`src/rtl/pet_pkg.sv`:
```
// Shared definitions for the pet state engine: state encoding and mood evaluation.
// Latency: none (types and a pure function).
// Backpressure: none.
package pet_pkg;

  localparam int ST_W = 4;
  localparam int ST_N = 10;

  typedef enum logic [ST_W-1:0] {
    ST_IDLE    = 4'd0,
    ST_NEUTRAL = 4'd1,
    ST_TIRED   = 4'd2,
    ST_SLEEP   = 4'd3,
    ST_HUNGRY  = 4'd4,
    ST_SAD     = 4'd5,
    ST_PLAYING = 4'd6,
    ST_BORED   = 4'd7,
    ST_DEATH   = 4'd8,
    ST_TEST    = 4'd9
  } state_t;

  // Mood derived from the three need levels; first matching rule wins.
  function automatic state_t mood(input int e, input int h, input int f,
                                  input int lvl_max, input int low_th);
    int n_low;
    n_low = ((e <= low_th) ? 1 : 0) + ((h <= low_th) ? 1 : 0) + ((f <= low_th) ? 1 : 0);
    if (e == lvl_max && h == lvl_max && f == lvl_max) return ST_IDLE;
    else if (n_low >= 2)                               return ST_SAD;
    else if (e <= low_th)                              return ST_TIRED;
    else if (h <= low_th)                              return ST_HUNGRY;
    else if (f <= low_th)                              return ST_BORED;
    else                                               return ST_NEUTRAL;
  endfunction

endpackage

```
`src/rtl/pet_state_engine_need.sv`:
```
// One need level with private decay and gain tick counters, saturating at 0 and MAX.
// Latency: level updates at the edge where the completing tick or bump is sampled.
// Backpressure: none; freeze holds counters and level, load/clear override freeze.
module pet_need_counter #(
  parameter int W       = 3,
  parameter int MAX     = 5,
  parameter int DEC_PER = 8,
  parameter int INC_PER = 2
) (
  input  logic         clk,
  input  logic         rst,
  input  logic         tick,
  input  logic         gain_en,
  input  logic         freeze,
  input  logic         bump,
  input  logic         load,
  input  logic [W-1:0] load_val,
  input  logic         clear,
  output logic [W-1:0] level
);

  localparam int DW = (DEC_PER > 1) ? $clog2(DEC_PER) : 1;
  localparam int IW = (INC_PER > 1) ? $clog2(INC_PER) : 1;

  logic [DW-1:0] dec_cnt, dec_cnt_nxt;
  logic [IW-1:0] inc_cnt, inc_cnt_nxt, inc_base;
  logic          gain_q;
  logic          dec_hit, inc_hit, up, down;
  logic [W-1:0]  level_nxt;

  // Period counting: gain counter restarts from zero on the first cycle of the gain state,
  // decay is paused whenever the gain state is active.
  always_comb begin
    inc_base    = (gain_en && !gain_q) ? '0 : inc_cnt;
    inc_cnt_nxt = inc_base;
    dec_cnt_nxt = dec_cnt;
    inc_hit     = 1'b0;
    dec_hit     = 1'b0;
    if (gain_en) begin
      if (tick) begin
        if (inc_base == IW'(INC_PER - 1)) begin
          inc_hit     = 1'b1;
          inc_cnt_nxt = '0;
        end else begin
          inc_cnt_nxt = inc_base + 1'b1;
        end
      end
    end else if (tick) begin
      if (dec_cnt == DW'(DEC_PER - 1)) begin
        dec_hit     = 1'b1;
        dec_cnt_nxt = '0;
      end else begin
        dec_cnt_nxt = dec_cnt + 1'b1;
      end
    end
  end

  // Saturating level step; a simultaneous up and down cancel out.
  always_comb begin
    up        = bump || inc_hit;
    down      = dec_hit;
    level_nxt = level;
    if (up && !down && level != W'(MAX))    level_nxt = level + 1'b1;
    else if (down && !up && level != '0)    level_nxt = level - 1'b1;
  end

  // Level and counter registers with load/clear taking precedence over freeze.
  always_ff @(posedge clk) begin
    if (!rst) begin
      level   <= W'(MAX);
      dec_cnt <= '0;
      inc_cnt <= '0;
      gain_q  <= 1'b0;
    end else begin
      gain_q <= gain_en;
      if (clear) begin
        dec_cnt <= '0;
        inc_cnt <= '0;
      end else if (!freeze) begin
        dec_cnt <= dec_cnt_nxt;
        inc_cnt <= inc_cnt_nxt;
      end
      if (load)         level <= load_val;
      else if (!freeze) level <= level_nxt;
    end
  end

endmodule

```
`src/rtl/pet_state_engine.sv`:
```
// Pet state engine: tick prescaler, three need levels, test-mode entry and mood/state FSM.
// Latency: inputs affect state at the next edge; levels affect mood state one cycle later.
// Backpressure: none; button pulses are consumed in the cycle they arrive.
module pet_state_engine
  import pet_pkg::*;
#(
  parameter int TICK_DIV   = 50000,
  parameter int LVL_W      = 3,
  parameter int LVL_MAX    = 5,
  parameter int LOW_TH     = 2,
  parameter int ENER_PER   = 40000,
  parameter int FEED_PER   = 10000,
  parameter int FUN_PER    = 20000,
  parameter int SLEEP_GAIN = 5000,
  parameter int PLAY_GAIN  = 5000
) (
  input  logic             clk,
  input  logic             rst,
  input  logic             btn_sleep,
  input  logic             btn_awake,
  input  logic             btn_feed,
  input  logic             btn_play,
  input  logic             giro,
  input  logic             test_en,
  input  logic [3:0]       test_sel,
  input  logic             test_load,
  output logic [3:0]       state,
  output logic [9:0]       state_oh,
  output logic             state_chg,
  output logic [LVL_W-1:0] energy,
  output logic [LVL_W-1:0] hunger,
  output logic [LVL_W-1:0] fun,
  output logic             tick
);

  localparam int DIV_W = (TICK_DIV > 1) ? $clog2(TICK_DIV) : 1;
  localparam logic [LVL_W-1:0] L_MAX = LVL_W'(LVL_MAX);
  localparam logic [LVL_W-1:0] L_M1  = LVL_W'(LVL_MAX - 1);
  localparam logic [LVL_W-1:0] L_LOW = LVL_W'(LOW_TH);

  logic [DIV_W-1:0] div_cnt;
  logic             tick_fire;
  logic             test_en_q, test_rise;
  state_t           state_q, state_nxt, mood_st;
  logic             any_zero, freeze, need_load, cnt_clr;
  logic [LVL_W-1:0] e_ld, h_ld, f_ld;

  // Level updates land on the same edge that raises tick, so the counters use tick_fire.
  assign tick_fire = (div_cnt == DIV_W'(TICK_DIV - 1));
  assign test_rise = test_en && !test_en_q;
  assign any_zero  = (energy == '0) || (hunger == '0) || (fun == '0);
  assign freeze    = (state_q == ST_DEATH) || (state_q == ST_TEST);
  assign mood_st   = mood(int'(energy), int'(hunger), int'(fun), LVL_MAX, LOW_TH);
  assign state     = state_q;
  assign state_oh  = 10'b1 << state_q;

  // Prescaler producing one tick every TICK_DIV cycles.
  always_ff @(posedge clk) begin
    if (!rst) begin
      div_cnt <= '0;
      tick    <= 1'b0;
    end else begin
      tick    <= tick_fire;
      div_cnt <= tick_fire ? '0 : div_cnt + 1'b1;
    end
  end

  // Next-state selection in priority order, plus test preset loading.
  always_comb begin
    state_nxt = state_q;
    need_load = 1'b0;
    cnt_clr   = 1'b0;
    e_ld      = energy;
    h_ld      = hunger;
    f_ld      = fun;
    if (state_q == ST_DEATH) begin
      state_nxt = ST_DEATH;
    end else if (any_zero && state_q != ST_TEST) begin
      state_nxt = ST_DEATH;
    end else if (test_rise) begin
      state_nxt = ST_TEST;
    end else begin
      case (state_q)
        ST_TEST: begin
          if (test_load) begin
            cnt_clr = 1'b1;
            case (test_sel)
              4'd1: begin need_load = 1'b1; e_ld = L_MAX; h_ld = L_MAX; f_ld = L_MAX; state_nxt = ST_IDLE;    end
              4'd2: begin need_load = 1'b1; e_ld = L_M1;  h_ld = L_M1;  f_ld = L_M1;  state_nxt = ST_NEUTRAL; end
              4'd3: begin need_load = 1'b1; e_ld = L_LOW; h_ld = L_MAX; f_ld = L_MAX; state_nxt = ST_TIRED;   end
              4'd4: begin need_load = 1'b1; e_ld = L_LOW; h_ld = L_MAX; f_ld = L_MAX; state_nxt = ST_SLEEP;   end
              4'd5: begin need_load = 1'b1; e_ld = L_MAX; h_ld = L_LOW; f_ld = L_MAX; state_nxt = ST_HUNGRY;  end
              4'd6: begin need_load = 1'b1; e_ld = L_LOW; h_ld = L_LOW; f_ld = L_MAX; state_nxt = ST_SAD;     end
              4'd7: begin need_load = 1'b1; e_ld = L_MAX; h_ld = L_MAX; f_ld = L_LOW; state_nxt = ST_PLAYING; end
              4'd8: begin need_load = 1'b1; e_ld = L_MAX; h_ld = L_MAX; f_ld = L_LOW; state_nxt = ST_BORED;   end
              4'd9: begin need_load = 1'b1; e_ld = '0;    h_ld = '0;    f_ld = '0;    state_nxt = ST_DEATH;   end
              default: ;
            endcase
          end
        end
        ST_SLEEP: begin
          if (btn_awake || btn_feed || energy == L_MAX) state_nxt = mood_st;
        end
        ST_PLAYING: begin
          if (!giro || fun == L_MAX) state_nxt = mood_st;
        end
        default: begin
          if (btn_sleep && !btn_play && energy < L_MAX)
            state_nxt = ST_SLEEP;
          else if (btn_play && !btn_sleep && fun < L_MAX && state_q != ST_TIRED)
            state_nxt = ST_PLAYING;
          else
            state_nxt = mood_st;
        end
      endcase
    end
  end

  // State register, change pulse and test_en edge history.
  always_ff @(posedge clk) begin
    if (!rst) begin
      state_q   <= ST_IDLE;
      state_chg <= 1'b0;
      test_en_q <= 1'b0;
    end else begin
      state_q   <= state_nxt;
      state_chg <= (state_nxt != state_q);
      test_en_q <= test_en;
    end
  end

  pet_need_counter #(.W(LVL_W), .MAX(LVL_MAX), .DEC_PER(ENER_PER), .INC_PER(SLEEP_GAIN)) u_energy (
    .clk(clk), .rst(rst), .tick(tick_fire), .gain_en(state_q == ST_SLEEP), .freeze(freeze),
    .bump(1'b0), .load(need_load), .load_val(e_ld), .clear(cnt_clr), .level(energy)
  );

  pet_need_counter #(.W(LVL_W), .MAX(LVL_MAX), .DEC_PER(FEED_PER), .INC_PER(1)) u_hunger (
    .clk(clk), .rst(rst), .tick(tick_fire), .gain_en(1'b0), .freeze(freeze),
    .bump(btn_feed), .load(need_load), .load_val(h_ld), .clear(cnt_clr), .level(hunger)
  );

  pet_need_counter #(.W(LVL_W), .MAX(LVL_MAX), .DEC_PER(FUN_PER), .INC_PER(PLAY_GAIN)) u_fun (
    .clk(clk), .rst(rst), .tick(tick_fire), .gain_en(state_q == ST_PLAYING), .freeze(freeze),
    .bump(1'b0), .load(need_load), .load_val(f_ld), .clear(cnt_clr), .level(fun)
  );

endmodule

```
`config.mk`:
```
export PLATFORM = sky130hd
export DESIGN_NAME = pet_state_engine
export DESIGN_NICKNAME = d
export VERILOG_FILES = /design/src/rtl/pet_pkg.sv /design/src/rtl/pet_state_engine_need.sv /design/src/rtl/pet_state_engine.sv
export SDC_FILE = /design/constraint.sdc
export NUM_CORES = 1
export LEC_CHECK = 0
export ABC_AREA = 1
export BUFFER_PORTS_ARGS = -buffer_cell sky130_fd_sc_hd__buf_2
export CAP_MARGIN = 20
export CORE_ASPECT_RATIO = 0.5
export CORE_MARGIN = 4
export CORE_UTILIZATION = 56
export CTS_CLUSTER_DIAMETER = 50
export DETAILED_ROUTE_END_ITERATION = 10
export PLACE_DENSITY = 0.74
export SLEW_MARGIN = 20
export SYNTH_ARGS = -nofsm -noshare
export SYNTH_HDL_FRONTEND = slang
export SYNTH_HIERARCHICAL = 1
export SYNTH_SLANG_ARGS = --single-unit
```
`constraint.sdc`:
```
create_clock -name clk -period 2.7 [get_ports clk]
set_clock_uncertainty 0.1 [all_clocks]
set_input_delay 0.135 -clock clk [delete_from_list [all_inputs] [get_ports clk]]
set_output_delay 0.135 -clock clk [all_outputs]
set_load 0.02 [all_outputs]
```
==> results.txt <==
- Leakage component of the power: 3.47 nW
- The number of antenna violations at the first check in global routing was 0.
* Cell Area, Synth: 6880 µm²
- After clock tree synthesis, the clock-pin slew on the worst setup and hold paths is 80 ps.
* Number of clock sinks seen by CTS: 107
* Worst IR drop on VDD: 0.360 mV
- Critical Path RT: 2850 ps
- The worst hold path belongs to the class in -> reg.
- Result of the run: finished, violations left
- Buffer cell driving the clock tree root: sky130_fd_sc_hd__clkbuf_16
- CTS tree: yes
- Power density over the cells: 694 nW/µm²
- Async set or reset register ratio after synthesis: 0%
* Placeable core region: 11900 µm²
- Number of max-slew violations in the final report: 0
- Setup repair after global routing missed its margin: true
- The H-tree was split into 3 levels.
* Number of vias per cell after detailed routing: 5.17
- Wire length after detailed routing: 16300 µm
- Clock tree synthesis inserted a total of 9 buffers.
- Averaged over all synthesized cells, the footprint is 6.45 µm².
* First-pass iteration count of the detailed router: 5
- Summed over all nets, the half-perimeter wirelength after detailed placement is 12100 µm.
- Syn Inst Count: 1066
- Vert. Die Dim: 86.4 µm
* #FFs+latches synth: 107
- Proportion of layout cells with a drive suffix above 1: 19.3%
- Clk Latency, worst-skew pair: 360 ps
- The initial utilization of the core area, before any placement, comes to 57.8%.
- During I/O placement, the number of pins put on the boundary was 38.
- The number of antenna diodes in the final layout is 0.
* FMAX: 0.367 GHz
- Die Width: 165 µm
- Failing checks: negative setup slack
- The library cell used most frequently in the layout, excluding fill and tap cells, is sky130_fd_sc_hd__nand2_1.
- Vias: 6881
- Bufs on Longest Clock Path: 2
* Yosys synthesis warning count: 6
- Total power of the final layout: 5.63 mW
* Post-layout nets: 1186
- Buffers on Ports: 37
- Tightest slew margin relative to the limit: 62.7%
- Yosys mapped a number of flops with a built-in enable equal to 0.
- The total overflow left after global routing is 0.
- Fill count: 1061
- For the worst setup path, the data arrival time is 2870 ps.
* Category of the most critical setup path: reg -> reg
* Primary FF master, synth: sky130_fd_sc_hd__dfxtp_1
* GRT Overall Usage: 23.4%
- Leading cell types in the layout, fill and taps excluded: 241 x sky130_fd_sc_hd__nand2_1, 147 x sky130_fd_sc_hd__inv_1, 145 x sky130_fd_sc_hd__nor2_1, 101 x sky130_fd_sc_hd__dfxtp_1, 83 x sky130_fd_sc_hd__nand3_1
* Final Hold Viols: 0
* Count of unresolved DRC violations after routing: 0
* Storage cell area: 2160 µm²
- Measured slew at the worst slew-check pin: 557 ps
- Routed wire length per instance: 12.3 µm
* Crit path time final: 2730 ps
* Growth of design area from synthesis to finish: 17.8%
- The multi-input combinational cells in the finished layout cover a total of 4220 µm².
- Final Wtd Congestion: 0.961
- Max_cap viols: 0
- Vias in the first global route: 6335
- Post-detailed-route count of antenna-violating nets: 0
- For this run, the share of the core covered by cells in the final layout is 68.0%.
* Global-route wire length before repair: 27800 µm
- Sequential area share after synthesis: 31.1%
- Setup crit start kind: flip-flop
* Type of destination of the critical path: flip-flop
- Number of rows in the core area: 28
- Period Utilization, post-route: 101%
- Pin count of the biggest net entering global routing: 19
- Setup Viol. Count Final: 1
- Maximum fanout along the worst path: 10
* Setup WS post-layout: -26.0 ps
- The die covers 14200 µm².
* Number of distinct library cells after synthesis: 56
- Detailed Route Iter0 Violations: 281
-- metal layers --
layer  wire length (µm)  GRT usage [%]
met1               7630           29.9
met2               7800           41.0
met3                665           4.75
met4                225           5.58
met5                  0              0
-- layout make-up --
type	count	area share, %
flip-flops and latches	107	26.6
repair buffers	88	7.40
well taps	165	2.55
inverters	169	8.00
clock inverters	6	0.618
multi-input cells	788	52.0
clock buffers	9	2.78
-- cells in the mapped netlist, drive strengths merged, types with 7 or more instances --
cell	instances	area [µm²]
xor2	27	236
nand4	24	171
nor2	180	788
nand2	262	1040
a21oi	60	315
o21ai	42	218
ha	7	87.6
dfxtp	107	2140
a31oi	9	62.6
nand3	96	543
nor3	29	189
xnor2	8	70.1
inv	164	618
-- what timing repair did --
| action | in CTS | in global routing |
|---|---|---|
| hold buffers | 1 | 0 |
| resized for setup | 2 | 23 |
| setup buffers | 1 | 11 |
| endpoints found under the hold margin | 1 | 0 |
| endpoints found under the setup margin | 3 | 25 |
| pin swaps | 2 | 28 |
-- stage by stage --
stage                     TNS [ps]  instances  hold slack (ps)  cell area [µm²]  setup slack, ps
after floorplan               -263       1072              119             6990             -135
after global placement           0       1304              255             7620             60.4
after detailed placement     -22.5       1304              263             7620            -22.5
after CTS                        0       1321             42.2             7920            0.174
after global routing          -389       1332             50.6             8100             -147
final                        -26.0       1332             36.1             8100            -26.0
-- final timing paths --
path | from | end | slack, ps | depth (start not counted)
setup / recovery | state[3]$_SDFF_PN0_ | u_energy/level[2]$_SDFFE_PN1P_ | -30 | 18
hold / removal | rst | u_hunger/level[0]$_SDFFE_PN1P_ | 40 | 2
setup reg to reg | state[3]$_SDFF_PN0_ | u_energy/level[2]$_SDFFE_PN1P_ | -30 | 18
hold reg to reg | u_hunger/inc_cnt$_SDFFE_PP0N_ | u_hunger/inc_cnt$_SDFFE_PP0N_ | 360 | 2
-- cell families after synthesis --
group | Yosys count | share of synthesized area [%]
fa+ha+maj | 10 | 2.15
other cells | 1 | 0.0545
mux | 1 | 0.146
flops | 107 | 31.1
compound gates | 126 | 10.4
simple gates | 609 | 41.7
xor+xnor | 35 | 4.46
buf+inv | 177 | 10.0
-- critical path: stages, from the launching register on --
cell and delay, ps:
sky130_fd_sc_hd__dfxtp_4 360, sky130_fd_sc_hd__inv_4 50, sky130_fd_sc_hd__nand2_4 70, sky130_fd_sc_hd__nor2_4 30, sky130_fd_sc_hd__buf_4 180, sky130_fd_sc_hd__nand2_1 160
sky130_fd_sc_hd__nand2_1 110, sky130_fd_sc_hd__nor2_1 290, sky130_fd_sc_hd__nand4_1 180, sky130_fd_sc_hd__nand2_1 140, sky130_fd_sc_hd__nand2_2 70, sky130_fd_sc_hd__fa_2 340
sky130_fd_sc_hd__xor2_1 140, sky130_fd_sc_hd__inv_1 100, sky130_fd_sc_hd__nand3_1 80, sky130_fd_sc_hd__nand2_1 60, sky130_fd_sc_hd__nor2_1 40, sky130_fd_sc_hd__nand2_1 50
sky130_fd_sc_hd__nand3_1 60
-- report_power, final --
part	switching (mW)	leakage [nW]	internal [mW]
clock network	0.651	0.134	0.634
logic	1.53	2.47	0.915
registers	0.180	0.869	1.71
total	2.36	3.47	3.26
-- registers in the layout, summed over array words and instances, names as in the netlist, 3 cells and up --
name	flops
u_energy/level	3
u_fun/inc_cnt	13
u_energy/dec_cnt	16
u_energy/inc_cnt	13
u_fun/dec_cnt	15
div_cnt	16
u_hunger/level	3
state	4
u_fun/level	3
u_hunger/dec_cnt	14
Note: power is estimated with default switching activity, not from simulation.
